### src/rtl/sad_pkg.sv
// Shared defaults and FSM state encoding for the SAD block-matching scanner.
package sad_pkg;

  localparam int SAD_FRAME_DIM = 16;
  localparam int SAD_WIN_DIM   = 4;
  localparam int SAD_PIX_W     = 8;
  localparam int SAD_AW        = 16;

  typedef enum logic [2:0] {
    IDLE    = 3'd0,
    FETCH   = 3'd1,
    DRAIN   = 3'd2,
    COMPARE = 3'd3,
    DONE    = 3'd4
  } sad_state_t;

endpackage

### src/rtl/sad_absdiff_acc.sv
// Absolute-difference accumulator: adds |a-b| (zero-extended) each enabled cycle.
module sad_absdiff_acc #(
  parameter int PIX_W = 8
) (
  input  logic             i_clk,
  input  logic             i_rst_n,
  input  logic             i_en,
  input  logic             i_clr,
  input  logic [PIX_W-1:0] i_a,
  input  logic [PIX_W-1:0] i_b,
  output logic [31:0]      o_acc
);

  logic [PIX_W-1:0] w_diff;
  logic [31:0]      r_acc;

  assign w_diff = (i_a >= i_b) ? (i_a - i_b) : (i_b - i_a);
  assign o_acc  = r_acc;

  // Clear wins over accumulate so a new candidate always starts from zero.
  always_ff @(posedge i_clk or negedge i_rst_n) begin
    if (!i_rst_n) begin
      r_acc <= 32'd0;
    end else if (i_clr) begin
      r_acc <= 32'd0;
    end else if (i_en) begin
      r_acc <= r_acc + 32'(w_diff);
    end
  end

endmodule

### src/rtl/sad_scan_ctrl.sv
// Full-search SAD scanner: walks every window position in the frame and keeps
// the earliest lowest-SAD candidate.
module sad_scan_ctrl
  import sad_pkg::*;
#(
  parameter int FRAME_DIM = SAD_FRAME_DIM,
  parameter int WIN_DIM   = SAD_WIN_DIM,
  parameter int PIX_W     = SAD_PIX_W,
  parameter int AW        = SAD_AW
) (
  input  logic             Clk,
  input  logic             Reset,
  input  logic             Start,
  output logic [AW-1:0]    FrameAddr,
  input  logic [PIX_W-1:0] FrameData,
  output logic [AW-1:0]    WinAddr,
  input  logic [PIX_W-1:0] WinData,
  output logic             Busy,
  output logic             Done,
  output logic [31:0]      X,
  output logic [31:0]      Y,
  output logic [31:0]      FINALSAD
);

  localparam logic [31:0] LIM   = 32'(FRAME_DIM - WIN_DIM);
  localparam logic [31:0] WLAST = 32'(WIN_DIM - 1);
  localparam logic [31:0] FD    = 32'(FRAME_DIM);
  localparam logic [31:0] WD    = 32'(WIN_DIM);

  sad_state_t r_state;
  logic [31:0] r_x, r_y, r_i, r_j;
  logic [31:0] r_best, r_best_x, r_best_y;
  logic [31:0] r_out_x, r_out_y, r_out_sad;
  logic [AW-1:0] r_frame_addr, r_win_addr;
  logic r_valid, r_busy, r_done;

  logic w_i_wrap, w_off_last, w_x_wrap, w_cand_last, w_clr;
  logic [31:0] w_ni, w_nj, w_nx, w_ny, w_acc;
  logic [AW-1:0] w_fa_fetch, w_wa_fetch, w_fa_cand;

  assign w_i_wrap    = (r_i == WLAST);
  assign w_off_last  = w_i_wrap && (r_j == WLAST);
  assign w_ni        = w_i_wrap ? 32'd0 : r_i + 32'd1;
  assign w_nj        = w_i_wrap ? r_j + 32'd1 : r_j;
  assign w_x_wrap    = (r_x == LIM);
  assign w_cand_last = w_x_wrap && (r_y == LIM);
  assign w_nx        = w_x_wrap ? 32'd0 : r_x + 32'd1;
  assign w_ny        = w_x_wrap ? r_y + 32'd1 : r_y;
  assign w_fa_fetch  = AW'((r_y + w_nj) * FD + (r_x + w_ni));
  assign w_wa_fetch  = AW'(w_nj * WD + w_ni);
  assign w_fa_cand   = AW'(w_ny * FD + w_nx);
  // The accumulator is cleared on scan start and right after each comparison.
  assign w_clr       = (r_state == COMPARE) || ((r_state == IDLE) && Start);

  sad_absdiff_acc #(.PIX_W(PIX_W)) u_acc (
    .i_clk   (Clk),
    .i_rst_n (Reset),
    .i_en    (r_valid),
    .i_clr   (w_clr),
    .i_a     (FrameData),
    .i_b     (WinData),
    .o_acc   (w_acc)
  );

  assign FrameAddr = r_frame_addr;
  assign WinAddr   = r_win_addr;
  assign Busy      = r_busy;
  assign Done      = r_done;
  assign X         = r_out_x;
  assign Y         = r_out_y;
  assign FINALSAD  = r_out_sad;

  // Scan FSM; addresses are registered one step ahead so they are valid in every FETCH cycle.
  always_ff @(posedge Clk or negedge Reset) begin
    if (!Reset) begin
      r_state      <= IDLE;
      r_x          <= 32'd0;
      r_y          <= 32'd0;
      r_i          <= 32'd0;
      r_j          <= 32'd0;
      r_best       <= 32'hFFFF_FFFF;
      r_best_x     <= 32'd0;
      r_best_y     <= 32'd0;
      r_out_x      <= 32'd0;
      r_out_y      <= 32'd0;
      r_out_sad    <= 32'd0;
      r_frame_addr <= '0;
      r_win_addr   <= '0;
      r_valid      <= 1'b0;
      r_busy       <= 1'b0;
      r_done       <= 1'b0;
    end else begin
      r_done  <= 1'b0;
      r_valid <= 1'b0;
      case (r_state)
        IDLE: begin
          if (Start) begin
            r_state  <= FETCH;
            r_x      <= 32'd0;
            r_y      <= 32'd0;
            r_i      <= 32'd0;
            r_j      <= 32'd0;
            r_best   <= 32'hFFFF_FFFF;
            r_best_x <= 32'd0;
            r_best_y <= 32'd0;
            r_busy   <= 1'b1;
          end
        end
        FETCH: begin
          r_valid <= 1'b1;
          if (w_off_last) begin
            r_state      <= DRAIN;
            r_frame_addr <= '0;
            r_win_addr   <= '0;
          end else begin
            r_i          <= w_ni;
            r_j          <= w_nj;
            r_frame_addr <= w_fa_fetch;
            r_win_addr   <= w_wa_fetch;
          end
        end
        DRAIN: r_state <= COMPARE;
        COMPARE: begin
          // Strict less-than keeps the earliest candidate on ties.
          if (w_acc < r_best) begin
            r_best   <= w_acc;
            r_best_x <= r_x;
            r_best_y <= r_y;
          end
          r_i <= 32'd0;
          r_j <= 32'd0;
          if (w_cand_last) begin
            r_state <= DONE;
          end else begin
            r_state      <= FETCH;
            r_x          <= w_nx;
            r_y          <= w_ny;
            r_frame_addr <= w_fa_cand;
            r_win_addr   <= '0;
          end
        end
        DONE: begin
          r_done    <= 1'b1;
          r_busy    <= 1'b0;
          r_out_x   <= r_best_x;
          r_out_y   <= r_best_y;
          r_out_sad <= r_best;
          r_state   <= IDLE;
        end
        default: begin
          r_state <= IDLE;
          r_busy  <= 1'b0;
        end
      endcase
    end
  end

endmodule

### config.mk
export PLATFORM = sky130hd
export DESIGN_NAME = sad_scan_ctrl
export DESIGN_NICKNAME = d
export VERILOG_FILES = /design/src/rtl/sad_pkg.sv /design/src/rtl/sad_absdiff_acc.sv /design/src/rtl/sad_scan_ctrl.sv
export SDC_FILE = /design/constraint.sdc
export NUM_CORES = 1
export LEC_CHECK = 0
export ABC_CLOCK_PERIOD_IN_PS = 15500
export BUFFER_PORTS_ARGS = -buffer_cell sky130_fd_sc_hd__buf_2
export CAP_MARGIN = 10
export CORE_MARGIN = 2
export CORE_UTILIZATION = 66
export DETAILED_ROUTE_END_ITERATION = 12
export GPL_TIMING_DRIVEN = 1
export PLACE_DENSITY = 0.86
export SLEW_MARGIN = 40
export SYNTH_ARGS = -nofsm -noshare
export SYNTH_HDL_FRONTEND = slang
export SYNTH_HIERARCHICAL = 1
export SYNTH_SLANG_ARGS = --single-unit
### constraint.sdc
create_clock -name Clk -period 15.5 [get_ports Clk]
set_input_delay 2.325 -clock Clk [delete_from_list [all_inputs] [get_ports Clk]]
set_output_delay 2.325 -clock Clk [all_outputs]
set_load 0.1 [all_outputs]
==> metrics.txt, run 1 <==
Peak Freq=169 MHz; clk root buf=clkbuf_16; largest net degree at the start of global routing=94; RSZ-0062 raised after global routing=no; final hold vios=0; fillers=2331; Leak=11.9 nW; Synth cell types=85; Main synth FF type=dfrtp_1; clk sink count=390; final setup fails=0; dpl cells=2860; CP delay by family, top=compound AO/OA/AOI/OAI gates; vias in the first global route=18400; Seq/Total Area, Yosys=43.1%; DIE AREA=0.0359 mm^2; slowest cell delay on critical path=0.45 ns; Psw=1.42 mW; H-tree depth=2; first-pass GRT wire length=92900 um; crit-path max FO=12; port bufs=148; Mapped Nets=2496; gpl congestion=0.940; CP Capture Type=register; Rel. slew slack=35.1%; WL/cell=19.3 um; Clock Latency Late Sink=0.56 ns; Top cell by count, worst path=a21oi_1; TritonCTS clock tree=yes; Clock Skew=0.0189 ns; Die Wd=190 um; antenna violations before repair=0; DRC viols=0; EDFF count, synth=0; die height=190 um; top cell type's share of synthesized area=39.4%; post-CTS setup buffer count=0; Seq pwr share=35.0%; layout cells sized above 1=17.3%; Synth Cell Area=0.0227 mm^2; synth top area cells=dfrtp_1 (39%), ha_1 (6.4%), mux2_2 (5.6%), mux2i_1 (4.6%), nand2_1 (4.0%); # rows=67; HPWL Detailed=39600 um; crit path launch type=primary input; CP required=15.94 ns; max-cap violations=0; P_int=2.15 mW; grt ovf=0; Boundary Pins=149; outcome=finished, final reports clean; post-synthesis register bit count=390; Layout area overhead=10.8%; NumNets Final=2608; overall routing resource usage=31.8%; Starting Density=67.4%; cells after synthesis=2343; clock-pin slew on the worst setup and hold paths=0.06 ns; CTS Buf Count=41; Least-Margin Pin Slew=0.964 ns; CTS Hold Bufs=0; Routed Wire Length=56600 um; P per Cell Area=142 mW/mm^2; clock share of power=27.8%; Fin Setup TNS=0 ns; Antenna Nets Post-Route=0; HP Class=register to register; Final period util=38.1%; worst path cell trace=buf_2 > inv_1 > ha_1 > a21oi_1 > a31oi_1 > nor2_2 > mux2i_1 > a21oi_1 > o211a_1 > ha_1 > nand2_1 > a21oi_1 > o21a_1 > o21ai_0 > buf_4 > a2111oi_0 > mux2_2; max-slew violation count=0; Avg Synthesized Cell Area=9.70 um^2; minimum clock period=5.91 ns; ant diodes=0; Comb pwr share=37.2%; vias per cell=6.29; FFs w/ async S/R, synth=100%; Worst Path Class, Setup=primary input to register; Placeable Area=0.0337 mm^2; Switching Fraction=39.8%; iteration count of the initial detailed-routing pass=6; CP bufs+invs=3; DRT iter0 DRCs=1648; CP arrival=6.35 ns; vias=18400; Slowest-stage cell, CP=a2111oi_0; Yosys top cell by area=dfrtp_1; Hold WS=0.489 ns; Post-Layout Cell Count=2933; Clock Tree Buf Depth=3; Synthesis Warnings=6; Max IR drop VDD=0.000270 V; CTS resizes=0
-- path summary, 6_finish.rpt --
kind | slack (ns) | cells after the start | end | from
max in group asynchronous | 12.02 | 3 | FINALSAD[0] | Reset
worst min-delay path | 0.49 | 2 | WinAddr[2] | WinAddr[2]
worst max-delay path | 9.59 | 17 | u_acc/o_acc[22] | FrameData[3]
min in group asynchronous | 1.77 | 1 | r_best_x[0] | Reset
worst max register to register | 9.64 | 24 | FrameAddr[14] | r_i[0]
worst min register to register | 0.49 | 2 | WinAddr[2] | WinAddr[2]
-- power by group through the flow --
stage          registers, mW  logic [mW]  clock network [mW]
5_1_grt                 1.26        1.45                1.05
2_1_floorplan           1.50       0.751                   0
4_1_cts                 1.25        1.32                1.01
6_report                1.25        1.33               0.995
3_5_place_dp            1.26        1.30                   0
3_3_place_gp            1.26        1.26                   0
-- tightest hold or removal path, cell delays in order (launching register included) --
cell and delay [ns]:
dfrtp_1 0.34, nand2_1 0.05, o21ai_0 0.06
-- logic make-up after synthesis --
logic type                 share of synthesized area (%)
DFF                                                 43.1
adders and majority gates                           7.97
muxes                                               10.2
and+or+nand+nor                                     16.5
buffers and inverters                               5.18
AOI/OAI and AO/OA                                   11.7
xor gates and xnor gates                            5.41
-- cells in the final DEF (no fill, tap or decap), types with 10 or more instances in the layout --
| cell type | Yosys | layout |
|---|---|---|
| dfrtp_1 | 358 | 358 |
| nand2_1 | 244 | 244 |
| inv_1 | 196 | 196 |
| nor2_1 | 174 | 170 |
| buf_2 | 26 | 147 |
| o21ai_0 | 135 | 133 |
| ha_1 | 116 | 116 |
| mux2_2 | 113 | 113 |
| mux2i_1 | 104 | 104 |
| a21oi_1 | 99 | 99 |
| xnor2_1 | 85 | 85 |
| nand3_1 | 74 | 74 |
| xor2_1 | 49 | 49 |
| clkbuf_16 | 0 | 41 |
| nor3_1 | 40 | 40 |
| nand4_1 | 36 | 36 |
| dfstp_2 | 32 | 32 |
| a21o_1 | 29 | 29 |
| or3_1 | 24 | 24 |
| o31ai_1 | 24 | 24 |
| nor4_1 | 23 | 23 |
| nor2b_1 | 23 | 23 |
| and3_1 | 20 | 20 |
| fa_1 | 18 | 18 |
| buf_4 | 6 | 16 |
| nand2b_1 | 15 | 14 |
| a31oi_1 | 13 | 13 |
| or2_2 | 12 | 12 |
| clkbuf_1 | 65 | 12 |
| and4_1 | 11 | 11 |
| o21a_1 | 11 | 11 |
| and2_1 | 12 | 11 |
| o41ai_1 | 11 | 11 |
| o211ai_1 | 10 | 10 |
-- metal layers --
| metal | share of wire, % | global-route usage [%] | vias to the layer above |
|---|---|---|---|
| met5 | 0 | 0 | - |
| li1 | - | - | 8379 |
| met2 | 48 | 53.4 | 832 |
| met1 | 41 | 42.8 | 9087 |
| met4 | 3.3 | 11.0 | 0 |
| met3 | 7.2 | 4.33 | 148 |
-- synthesized netlist by cell type (8+ instances only) --
cell type  count
dfrtp_1      358
mux2i_1      104
a22o_1         8
clkbuf_1      65
fa_1          18
nor2b_1       23
a31oi_1       13
o21ai_0      135
or2_2         12
nor4_1        23
inv_1        196
o21a_1        11
buf_2         26
mux2_2       113
a21oi_1       99
nand2_1      244
dfstp_2       32
xor2_1        49
o21bai_1       8
and2_1        12
or3_1         24
o31ai_1       24
a21o_1        29
o211ai_1      10
o41ai_1       11
nand2b_1      15
ha_1         116
nand3_1       74
nor3_1        40
nand4_1       36
and4_1        11
nor2_1       174
xnor2_1       85
and3_1        20
-- flip-flops by register name, indices dropped and copies added (netlist names), 16 cells and up --
name / count
X: 32
r_i: 32
r_j: 32
WinAddr: 16
Y: 32
r_best_y: 32
r_best: 32
r_best_x: 32
r_x: 32
FrameAddr: 16
FINALSAD: 32
r_y: 32
u_acc/o_acc: 32
-- through the flow --
step                util, %  worst slack (ns)  power [mW]  cell area [um^2]
floorplan                 -              9.68        2.25             22700
global placement       70.5              9.24        2.52             23800
detailed placement     70.6              9.12        2.56             23800
CTS                    74.6              9.67        3.57             25200
global route           74.7              9.18        3.76             25200
finish                 74.7              9.59        3.57             25200
-- layout make-up --
type,count,area (um^2),share of cell area (%)
multi-input combinational,1656,11800,46.8
sequential,390,9800,38.9
clock buffer,59,1150,4.58
timing repair buffer,169,930,3.69
inverter,197,739,2.94
tap,448,561,2.23
clock inverter,14,194,0.771
No activity file was read; power rests on OpenSTA's default activity.
==> inputs of run 2 (changes only) <==
ABC_CLOCK_PERIOD_IN_PS = 4750   (was 15500)
CORE_UTILIZATION = 56   (was 66)
PLACE_DENSITY = 0.78   (was 0.86)
clock period = 4.75 ns   (was 15.5 ns; I/O delays follow)
==> run 2 against run 1 <==
  * Setup slack got worse by 9.6 ns
  * Total power grew to 3.4 times the previous value
  * Final area grew 4.9%
  * Critical path depth is 3 higher
  * Critical path type is now register to register
  * Clock skew fell by 0.0024 ns
  * Cell count grew 6.1%
  * Clock power grew to 3.5 times the previous value
==> metrics.txt, run 2 (same netlist as run 1, synthesis figures left out) <==
max-cap violations=0 (unchanged); Hold WS=0.0722 ns (-0.416 ns); # rows=73 (+9.0%); NumNets Final=2705 (+3.7%); vias per cell=5.92 (-5.8%); Peak Freq=211 MHz; CP required=5.19 ns (-10.75 ns); H-tree depth=2 (unchanged); Clock Skew=0.0165 ns (-0.00242 ns); Boundary Pins=149 (unchanged); gpl congestion=0.951 (+1.2%); CP Capture Type=register; iteration count of the initial detailed-routing pass=5 (-1); dpl cells=3021 (+5.6%); CTS Buf Count=44 (+7.3%); post-route setup slack=0.00152 ns (-9.59 ns); clock-pin slew on the worst setup and hold paths=0.06 ns (about the same); clk root buf=clkbuf_16; Layout area overhead=16.2%; reg2reg setup slack=0.002 ns (-9.64 ns); Cell Area, Placed=0.0246 mm^2 (+3.5%); Die Wd=205 um (+8.4%); antenna violations before repair=2 (+2); DIE AREA=0.0422 mm^2 (+17%); clock share of power=28.0% (+0.2 points); P per Cell Area=467 mW/mm^2 (+230%); vias=18400 (-0.033%); Post-Layout Cell Count=3113 (+6.1%); P_int=7.45 mW (+250%); crit-path max FO=5 (-7); die height=205 um (+8.4%); HP Class=primary input to async pin; TritonCTS clock tree=yes; Worst Path Class, Setup=register to register; WL/cell=18.7 um (-3.2%); vias in the first global route=18500 (+0.54%); port bufs=148 (unchanged); overall routing resource usage=28.2% (-3.6 points); final instance area=0.0264 mm^2 (+4.9%); minimum clock period=4.75 ns; Clock Tree Buf Depth=3 (unchanged); grt ovf=0 (unchanged); final hold vios=0 (unchanged); Seq pwr share=32.7% (-2.3 points); Least-Margin Pin Slew=0.843 ns (-0.121 ns); Starting Density=56.9% (-10 points); Antenna Nets Post-Route=0 (unchanged); outcome=finished, final reports clean; most frequent cells in the layout=dfrtp_1 (358), nand2_1 (242), inv_1 (194), nor2_1 (170), buf_2 (147); commonest non-fill, non-tap cell in the layout=dfrtp_1; Psw=4.86 mW (+240%); DRT iter0 DRCs=1535 (-6.9%); pre-CTS WS=-0.127 ns (-9.25 ns); crit path launch type=register; Clock Latency Late Sink=0.58 ns (+0.02 ns); Max IR drop VDD=0.000903 V (+230%); RSZ-0062 raised after global routing=yes; Final period util=100%; CP arrival=5.19 ns (-1.16 ns); HPWL Detailed=41200 um (+4.0%); Leak=12.5 nW (+4.9%); clk sink count=390 (unchanged); Switching Fraction=39.5% (-0.31 points); CTS Hold Bufs=0 (unchanged); final setup fails=0 (unchanged); DRC viols=0 (unchanged); max-slew violation count=0 (unchanged); Routed Wire Length=58100 um (+2.7%); Rel. slew slack=43.3% (+8.2 points); first-pass GRT wire length=95400 um (+2.7%); Comb pwr share=39.3% (+2.1 points); largest net degree at the start of global routing=86 (-8.5%); Fin Setup TNS=0 ns (unchanged); Placeable Area=0.0399 mm^2 (+18%); layout cells sized above 1=21.9% (+4.6 points)
## run 2: final cells by class
type	instances	area, um^2
multi-input cells	1656	12000
clock buffers	63	1250
flip-flops and latches	390	9800
inverters	197	739
diodes	1	2.50
well taps	525	657
repair buffers	263	1710
fillers	3077	13500
clock inverters	18	210
## run 2: through the flow
| stage | total power, mW | util (%) |
|---|---|---|
| final | 12.3 | 66.1 |
| after global routing | 12.9 | 66.1 |
| after CTS | 12.2 | 65.5 |
| after detailed placement | 8.65 | 61.8 |
| after global placement | 8.51 | 61.6 |
| after floorplan | 7.37 | - |
## run 2: repair_timing
action | 4_1_cts | 5_1_grt
setup endpoints to repair | 4 | 6
pin swaps | 7 | 31
resized for setup | 11 | 32
setup buffers | 1 | 9
## run 2: power groups by stage
stage	combinational [mW]	clock [mW]	sequential, mW
2_1_floorplan	2.48	0	4.90
3_3_place_gp	4.46	0	4.05
3_5_place_dp	4.58	0	4.06
4_1_cts	4.66	3.50	4.01
5_1_grt	5.24	3.64	4.07
6_report	4.83	3.45	4.03
## run 2: critical path: stages (launching register included)
cell and delay [ns]:
dfrtp_1 0.36, ha_2 0.18, nor4b_4 0.25, nand4_4 0.19, nor2_4 0.25, mux2i_1 0.32
inv_1 0.12, ha_1 0.30, a21oi_2 0.18, o211ai_1 0.15, o31ai_2 0.32, xor2_1 0.21
fa_1 0.43, inv_1 0.12, ha_4 0.22, or2_2 0.30, a21oi_2 0.15, a21oi_2 0.07
a31oi_2 0.21, xnor2_1 0.16, o221ai_2 0.11
## run 2: final timing paths
| check | start | endpoint | cells past startpoint |
|---|---|---|---|
| max | r_i[0] | FrameAddr[15] | 20 |
| min | Reset | Y[23] | 1 |
| max reg2reg | r_i[0] | FrameAddr[15] | 20 |
| min reg2reg | FrameAddr[4] | FrameAddr[4] | 2 |
| max in group asynchronous | Reset | WinAddr[13] | 3 |
| min in group Clk | Start | Busy | 3 |
## run 2: layer usage
layer / wire length (um) / GRT usage (%) / up-vias
li1: - / - / 8575
met3: 3490 / 4.32 / 134
met5: 10 / 0 / -
met4: 2080 / 10.4 / 2
met2: 27300 / 45.5 / 610
met1: 25200 / 38.6 / 9119
==> inputs of run 3 (changes only) <==
PLACE_DENSITY = 0.79   (was 0.78)
RECOVER_POWER = 25   (was not set)
==> run 3 against run 2 <==
  * The flow now finishes with violations (max-capacitance violations, max-slew violations)
  * Largest power group unchanged
  * Highest routed layer is now met4
  * Total power decreased by 0.90%
  * Final area about the same
  * Combinational power decreased by 1%
  * Die area unchanged
  * Register-to-register slack improved by 0.06 ns
  * Clock power decreased by 1%
  * Critical path type unchanged
  * Sequential cell count unchanged
==> metrics.txt, run 3 (same netlist as run 1, synthesis figures left out) <==
Layout area overhead=16.2% (about the same); final setup fails=0 (unchanged); clk root buf=clkbuf_16; max-slew violation count=238 (+238); vias=18300 (-0.63%); first-pass GRT wire length=93800 um (-1.7%); pre-CTS WS=-0.0601 ns (+0.0672 ns); Design Power=12.2 mW (-0.90%); vias per cell=5.88 (-0.72%); CTS Buf Count=44 (unchanged); DIE AREA=0.0422 mm^2 (unchanged); port bufs=148 (unchanged); TritonCTS clock tree=yes; dpl cells=3023 (+0.066%); HP Class=primary input to register; Clock Latency Late Sink=0.58 ns (about the same); RSZ-0062 raised after global routing=yes; reg2reg setup slack=0.06 ns (+0.06 ns); die height=205 um (unchanged); r2r endpoint=FrameAddr[15]; P per Cell Area=462 mW/mm^2 (-0.92%); final hold vios=0 (unchanged); CP required=5.20 ns (about the same); final core utilization=66.1% (about the same); RR Startpoint=r_i[1]; crit-path max FO=5 (unchanged); Hold Startpoint=Start; gpl congestion=0.947 (-0.46%); H-tree depth=2 (unchanged); overall routing resource usage=27.6% (-0.56 points); Post-Layout Cell Count=3116 (+0.096%); Clock Skew=0.0240 ns (+0.00753 ns); Peak Freq=213 MHz (+1.3%); outcome=finished, violations left; minimum clock period=4.69 ns (-0.0622 ns); Least-Margin Pin Slew=2.26 ns (+1.42 ns); Antenna Nets Post-Route=0 (unchanged); Boundary Pins=149 (unchanged); NumNets Final=2708 (+0.11%); layout cells sized above 1=22.0% (+0.043 points); DRC viols=0 (unchanged); CP arrival=5.14 ns (-0.05 ns); largest net degree at the start of global routing=103 (+20%); Placeable Area=0.0399 mm^2 (unchanged); hold depth=3; Worst Path Class, Setup=register to register; failing checks=max-capacitance violations, max-slew violations; post-route setup slack=0.0637 ns (+0.0622 ns); Routed Wire Length=57600 um (-0.88%); clk sink count=390 (unchanged); iteration count of the initial detailed-routing pass=5 (unchanged); WHS Endpoint=Busy; WL/cell=18.5 um (-0.98%); Starting Density=56.9% (unchanged); max-cap violations=4 (+4); Max IR drop VDD=0.000818 V (-9.4%); antenna violations before repair=1 (-1); # rows=73 (unchanged); clock-pin slew on the worst setup and hold paths=0.06 ns (about the same); vias in the first global route=18200 (-1.5%); final instance area=0.0264 mm^2 (about the same); ant diodes=0 (-1); grt ovf=0 (unchanged); HPWL Detailed=41300 um (+0.46%); most frequent cells in the layout=dfrtp_1 (358), nand2_1 (242), inv_1 (193), nor2_1 (169), buf_2 (147); crit path launch type=register; Rel. slew slack=-50.8% (-94 points); Leak=12.5 nW (-0.13%); CP Capture Type=register; R2R depth=23 (+15%); commonest non-fill, non-tap cell in the layout=dfrtp_1; Die Wd=205 um (unchanged); Clock Tree Buf Depth=3 (unchanged); Final period util=98.7% (-1.3 points); Cell Area, Placed=0.0246 mm^2 (about the same); DRT iter0 DRCs=1448 (-5.7%)
run 3: repair_timing:
action / CTS / global route
pin swaps: 3 / 27
buffers inserted: 3 / 6
hold endpoints to repair: 0 / 28
endpoints found under the setup margin: 4 / 6
hold buffers: 0 / 1
resized for setup: 5 / 48
run 3: per-stage QoR:
| stage | TNS [ns] | hold WS, ns |
|---|---|---|
| after floorplan | -0.0137 | 0.417 |
| after global placement | 0 | 0.461 |
| after detailed placement | -0.0758 | 0.464 |
| after CTS | -0.0109 | 0.186 |
| after global routing | -0.807 | 0.478 |
| final | 0 | 0.436 |
run 3: where the power goes:
part	switching, mW	internal [mW]
logic	3.05	1.73
clock network	1.39	2.01
registers	0.337	3.68
total	4.77	7.43
run 3: per-layer routing:
| layer | track usage (%) | wire length [um] | vias up |
|---|---|---|---|
| met3 | 3.25 | 3300 | 122 |
| met2 | 44.9 | 27100 | 571 |
| li1 | - | - | 8586 |
| met5 | 0 | 0 | - |
| met1 | 38.3 | 25300 | 9045 |
| met4 | 10.1 | 1900 | 0 |
run 3: worst max-delay path, cell delays in order, from the launching register on:
cell and delay (ns):
dfrtp_1 0.35, ha_2 0.18, nor4b_4 0.26, nand4_4 0.18, nor2_4 0.23, xor2_2 0.20, ha_2 0.24, inv_2 0.04
fa_2 0.36, nor2b_4 0.12, o21ai_2 0.06, a21boi_1 0.15, o21a_1 0.16, nor3_1 0.05, or2_4 0.23, fa_1 0.49
inv_2 0.05, ha_4 0.24, buf_4 0.14, a22oi_2 0.24, a21oi_2 0.11, a31oi_1 0.21, xnor2_1 0.16, o221ai_2 0.11
run 3: cell type report:
cell class                      instances  area (um^2)
Clock buffer                           71         1310
Inverter                              197          739
Timing Repair Buffer                  266         1680
Sequential cell                       390         9800
Fill cell                            3097        13500
Clock inverter                         11          146
Tap cell                              525          657
Multi-Input combinational cell       1656        12100
run 3: worst max path at each step:
stage / startpoint / to / slack (ns)
after floorplan: r_i[0] / FrameAddr[14] / -0.01
after global placement: r_i[1] / FrameAddr[15] / 0.01
after detailed placement: r_i[1] / FrameAddr[15] / -0.06
after CTS: r_i[1] / FrameAddr[15] / -0.01
after global routing: r_i[1] / FrameAddr[14] / -0.23
final: r_i[1] / FrameAddr[15] / 0.06
